===== src/rtl/imem_boot_loader.sv =====
// Instruction-memory owner: passes CPU fetch through when idle, otherwise packs loader bytes into words.
// Optional macro IMEM_BOOT_CHECKSUM_EN adds a running 16-bit sum of written words on port `checksum`.
module imem_boot_loader #(
  parameter int ADDR_W    = 16,
  parameter int INST_W    = 16,
  parameter int MAX_WORDS = 65536
) (
  input  logic              clk,
  input  logic              rst_n,
  input  logic              set,
  input  logic              ld_valid,
  input  logic [7:0]        ld_byte,
  input  logic              ld_last,
  output logic              ld_ready,
  input  logic [ADDR_W-1:0] cpu_addr,
  output logic [INST_W-1:0] cpu_inst,
  output logic              cpu_stall,
  output logic [ADDR_W-1:0] mem_addr,
  output logic [INST_W-1:0] mem_wdata,
  output logic              mem_we,
  input  logic [INST_W-1:0] mem_rdata,
  output logic              busy,
  output logic              load_done,
  output logic              load_err,
  output logic [ADDR_W:0]   word_cnt
`ifdef IMEM_BOOT_CHECKSUM_EN
  ,
  output logic [INST_W-1:0] checksum
`endif
);

  typedef enum logic [2:0] {IDLE, LO, HI, WR, DONE} state_t;

  localparam logic [ADDR_W:0] LAST_IDX = (ADDR_W+1)'(MAX_WORDS - 1);

  state_t              state_reg, state_next;
  logic [ADDR_W-1:0]   ptr_reg, ptr_next;
  logic [ADDR_W:0]     cnt_reg, cnt_next;
  logic [7:0]          lo_reg, lo_next;
  logic [7:0]          hi_reg, hi_next;
  logic                last_reg, last_next;
  logic                err_reg, err_next;
`ifdef IMEM_BOOT_CHECKSUM_EN
  logic [INST_W-1:0]   sum_reg, sum_next;
`endif

  assign mem_wdata = INST_W'({hi_reg, lo_reg});
  assign load_err  = err_reg;
  assign word_cnt  = cnt_reg;
`ifdef IMEM_BOOT_CHECKSUM_EN
  assign checksum  = sum_reg;
`endif

  always_ff @(posedge clk or negedge rst_n) begin
    if (!rst_n) begin
      state_reg <= IDLE;
      ptr_reg   <= '0;
      cnt_reg   <= '0;
      lo_reg    <= '0;
      hi_reg    <= '0;
      last_reg  <= 1'b0;
      err_reg   <= 1'b0;
`ifdef IMEM_BOOT_CHECKSUM_EN
      sum_reg   <= '0;
`endif
    end else begin
      state_reg <= state_next;
      ptr_reg   <= ptr_next;
      cnt_reg   <= cnt_next;
      lo_reg    <= lo_next;
      hi_reg    <= hi_next;
      last_reg  <= last_next;
      err_reg   <= err_next;
`ifdef IMEM_BOOT_CHECKSUM_EN
      sum_reg   <= sum_next;
`endif
    end
  end

  always_comb begin
    state_next = state_reg;
    ptr_next   = ptr_reg;
    cnt_next   = cnt_reg;
    lo_next    = lo_reg;
    hi_next    = hi_reg;
    last_next  = last_reg;
    err_next   = err_reg;
`ifdef IMEM_BOOT_CHECKSUM_EN
    sum_next   = sum_reg;
`endif
    ld_ready   = 1'b0;
    cpu_stall  = 1'b1;
    cpu_inst   = '0;
    mem_addr   = ptr_reg;
    mem_we     = 1'b0;
    busy       = 1'b0;
    load_done  = 1'b0;

    case (state_reg)
      IDLE: begin
        cpu_stall = 1'b0;
        cpu_inst  = mem_rdata;
        mem_addr  = cpu_addr;
        if (set) begin
          state_next = LO;
          ptr_next   = '0;
          cnt_next   = '0;
          err_next   = 1'b0;
          last_next  = 1'b0;
`ifdef IMEM_BOOT_CHECKSUM_EN
          sum_next   = '0;
`endif
        end
      end
      LO: begin
        busy     = 1'b1;
        ld_ready = 1'b1;
        if (ld_valid) begin
          lo_next = ld_byte;
          if (ld_last) begin
            // Odd byte count: final word is zero-padded in the high byte.
            hi_next    = 8'h00;
            last_next  = 1'b1;
            state_next = WR;
          end else begin
            state_next = HI;
          end
        end
      end
      HI: begin
        busy     = 1'b1;
        ld_ready = 1'b1;
        if (ld_valid) begin
          hi_next    = ld_byte;
          last_next  = ld_last;
          state_next = WR;
        end
      end
      WR: begin
        busy     = 1'b1;
        mem_we   = 1'b1;
        ptr_next = ptr_reg + ADDR_W'(1);
        cnt_next = cnt_reg + (ADDR_W+1)'(1);
`ifdef IMEM_BOOT_CHECKSUM_EN
        sum_next = sum_reg + mem_wdata;
`endif
        if (last_reg) begin
          state_next = DONE;
        end else if ({1'b0, ptr_reg} == LAST_IDX) begin
          // Memory full before the loader signalled its last byte.
          err_next   = 1'b1;
          state_next = DONE;
        end else begin
          state_next = LO;
        end
      end
      DONE: begin
        load_done  = 1'b1;
        state_next = IDLE;
      end
      default: state_next = IDLE;
    endcase
  end

endmodule


===== config.mk =====
export PLATFORM = sky130hd
export DESIGN_NAME = imem_boot_loader
export DESIGN_NICKNAME = d
export VERILOG_FILES = /design/src/rtl/imem_boot_loader.sv
export SDC_FILE = /design/constraint.sdc
export NUM_CORES = 1
export LEC_CHECK = 0
export CAP_MARGIN = 20
export CORE_MARGIN = 1.5
export CORE_UTILIZATION = 40
export CTS_CLUSTER_DIAMETER = 200
export DETAILED_ROUTE_END_ITERATION = 8
export GPL_ROUTABILITY_DRIVEN = 0
export GPL_TIMING_DRIVEN = 0
export PLACE_DENSITY = 0.77
export SETUP_SLACK_MARGIN = 0.3
export SLEW_MARGIN = 5
export SYNTH_ARGS = -nofsm -noshare
export SYNTH_HDL_FRONTEND = slang
export SYNTH_SLANG_ARGS = --single-unit

===== constraint.sdc =====
create_clock -name clk -period 1.78 [get_ports clk]
set_input_delay 0.356 -clock clk [delete_from_list [all_inputs] [get_ports clk]]
set_output_delay 0.356 -clock clk [all_outputs]
set_load 0.1 [all_outputs]

==> results_dict.tcl <==
set metrics [dict create \
    layout.nets 515 \
    cap_viol_max_count 0 \
    clock_path_buffers 2 \
    clock.fmax_mhz 453 \
    n_fill_cell 383 \
    synthCells 303 \
    ys_ff_latch 54 \
    largest_reg_flops 17 \
    total_power_mw 12.5 \
    synth_seq_area_share 0.452 \
    fin_worst_skew_ps 21.1 \
    n_antenna_cell 0 \
    drtIter0Drc 128 \
    viasPerCell 5.62 \
    p_seq_frac 0.155 \
    drt-wirelength-per-cell_um 20.2 \
    grt_pass1_wl_mm 15.3 \
    rows 31 \
    io_pins 116 \
    track_usage 0.252 \
    clk_latency_ps 330 \
    grt_overflow 0 \
    cts_tree "built" \
    numPortBuffers 115 \
    grt_max_degree 39 \
    violations "setup timing" \
    tightest_slew_ps 548 \
    antenna_found_initial 0 \
    wl_mm 11.5 \
    die_w_um 89.5 \
    rsz0062_at_grt "yes" \
    synth_nets 350 \
    min_period_over_period 1.24 \
    yosys-top-cells-area "dfrtp_1 (45%), mux2_2 (9.0%), nand2_1 (7.2%)" \
    synth_edf_count 0 \
    powerDensity_mw_per_mm2 2100 \
    worst_slack_ps -430 \
    endpoint_kind "output pin" \
    cts_sinks 54 \
    outcome "complete, but fails checks" \
    drc 0 \
    area_delta_synth_final_pct 98.8 \
    relSlewSlack 0.634 \
    ir_drop_mv 1.83 \
    p_int_mw 5.65 \
    start_util 0.412 \
    crit_path_start_kind "flop" \
    arrival_ps 1850 \
    async_flop_share 1.00 \
    die_h_um 89.5 \
    drive_gt1_frac 0.569 \
    rrSetupSlack_ps -320 \
    syn_area_per_cell_um2 9.87 \
    synth_cell_type_count 42 \
    min_period_ps 2210 \
    p_switching_mw 6.82 \
    clk_pin_slew_ps 110 \
    via_count 3190 \
    core_area_mm2 0.00725 \
    yosys_warnings 0 \
    holdWs_ps 492 \
    crit_type "reg2out" \
    syn_area_mm2 0.00299 \
    worst-path-max-fanout 10 \
    cts_root_buf "clkbuf_8" \
    switching_share 0.547 \
    cts_made_buffers 5 \
    setup_viol 88 \
    h-tree-depth 2 \
    synthFlopType "dfrtp_1" \
    drt_first_pass_iters 4 \
    dieArea_mm2 0.00800 \
    power_frac_comb 0.775 \
    ant_nets 0 \
    required_ps 1420 \
    hpwl_mm 5.88 \
    synth_top_area_share 0.452 \
    slew_violations 0 \
    leakagePower_nw 2.74 \
    grt_pass1_vias 3043 \
    hp-class "in2async" \
    yosys.area.top_type "dfrtp_1" \
    hold_violations 0 \
    p_clk_frac 0.070 \
]
-- repair_timing --
item / CTS / global route
setup endpoints to repair: 117 / 107
hold endpoints to repair: 16 / 0
gates resized for setup: 631 / 77
hold buffers: 1 / 0
pin swaps: 26 / 30
cloned: 7 / 0
setup buffers: 20 / 14
-- cell type report --
cell class / instances / area, µm² / area share
buffer: 14 / 205 / 0.0345
multi-input combinational: 231 / 2080 / 0.350
tap: 99 / 124 / 0.0208
clock buffer: 6 / 72.6 / 0.0122
sequential: 54 / 1410 / 0.237
inverter: 5 / 26.3 / 0.00442
clock inverter: 2 / 37.5 / 0.00631
timing repair buffer: 157 / 1990 / 0.335
-- power by group through the flow --
stage	registers, mW	logic [mW]	clock network (mW)
detailed placement	1.85	6.97	0
global placement	1.83	6.91	0
floorplan	3.30	4.03	0
global route	1.96	9.94	0.911
CTS	1.85	8.94	0.851
finish	1.93	9.67	0.874
-- layer usage --
| layer | GRT usage | up-vias | part of all wire |
|---|---|---|---|
| met3 | 0.0849 | 39 | 0.081 |
| met1 | 0.289 | 1589 | 0.37 |
| li1 | - | 1397 | - |
| met2 | 0.446 | 165 | 0.52 |
| met4 | 0.0755 | 0 | 0.036 |
| met5 | 0 | - | 0 |
-- critical path, stage by stage, from the launching register on --
cell       delay [ps]
dfrtp_1           410
buf_6             130
nor3_4            200
buf_12            170
buf_4             130
clkbuf_16         150
and2_4            160
buf_12            170
-- cells in the final DEF (no fill, tap or decap), types with 3 or more instances in the layout --
master           Yosys  layout
nand2_1             57      43
buf_12               0      42
clkdlybuf4s50_1      0      42
dfrtp_1             54      37
buf_6                2      32
buf_4                5      24
mux2_4               0      23
and2_4               0      18
mux2i_1             19      18
clkbuf_4             0      15
dfrtp_4              0      14
o21ai_1              0      12
nand3_2              0      10
o21ai_2              1       9
buf_8                0       8
nor2_4               1       8
nor2_1              18       8
nand2_4              0       6
a21oi_1              9       6
nand2_2              0       6
nand4_1              5       5
nand3_1             15       5
clkbuf_8             0       5
nor3_4               2       4
and4_1               4       4
buf_16               0       4
clkinvlp_4           0       3
nor2b_4              0       3
nor2_2               0       3
a31oi_1              6       3
inv_1                5       3
a31oi_4              0       3
a21oi_2              1       3
dfrtp_2              0       3
-- per-stage QoR --
stage,setup TNS [ps],area [µm²],setup WS (ps),cells,util
global placement,-116580,4470,-1700,517,0.617
global route,-24080,5950,-481,568,0.820
CTS,-11440,5510,-360,554,0.760
floorplan,-1210,3200,-93.0,303,-
finish,-20260,5950,-430,568,0.820
detailed placement,-41450,4490,-1100,518,0.619
-- synthesized netlist by cell type (all sizes together) (4+ instances only) --
master / number
a21oi: 10
a31oi: 6
and2: 18
and4: 4
buf: 13
dfrtp: 54
inv: 5
mux2: 24
mux2i: 19
nand2: 57
nand3: 15
nand4: 7
nor2: 19
nor3: 6
o21ai: 21
-- cells by family (layout without fill, tap and decap cells) --
logic type	after synthesis	in the layout	synth area share
fa+ha+maj	2	2	0.00837
buf+inv	19	184	0.0377
flops	54	54	0.452
simple gates	138	138	0.253
compound gates	46	47	0.0921
mux	43	43	0.154
xor+xnor	1	1	0.00293
-- worst paths after layout --
path,startpoint,endpoint,cells after the start
setup / recovery,state_reg[2]$_DFFE_PN0P_,cpu_inst[14],7
hold / removal,rst_n,ptr_reg[8]$_DFFE_PN0P_,2
setup reg to reg,state_reg[2]$_DFFE_PN0P_,word_cnt[3]$_DFFE_PN0P_,13
hold reg to reg,hi_reg[7]$_DFFE_PN0P_,hi_reg[7]$_DFFE_PN0P_,2
max in group asynchronous,rst_n,word_cnt[11]$_DFFE_PN0P_,3
min in group clk,hi_reg[7]$_DFFE_PN0P_,hi_reg[7]$_DFFE_PN0P_,2
No activity file was read; power rests on OpenSTA's default activity.
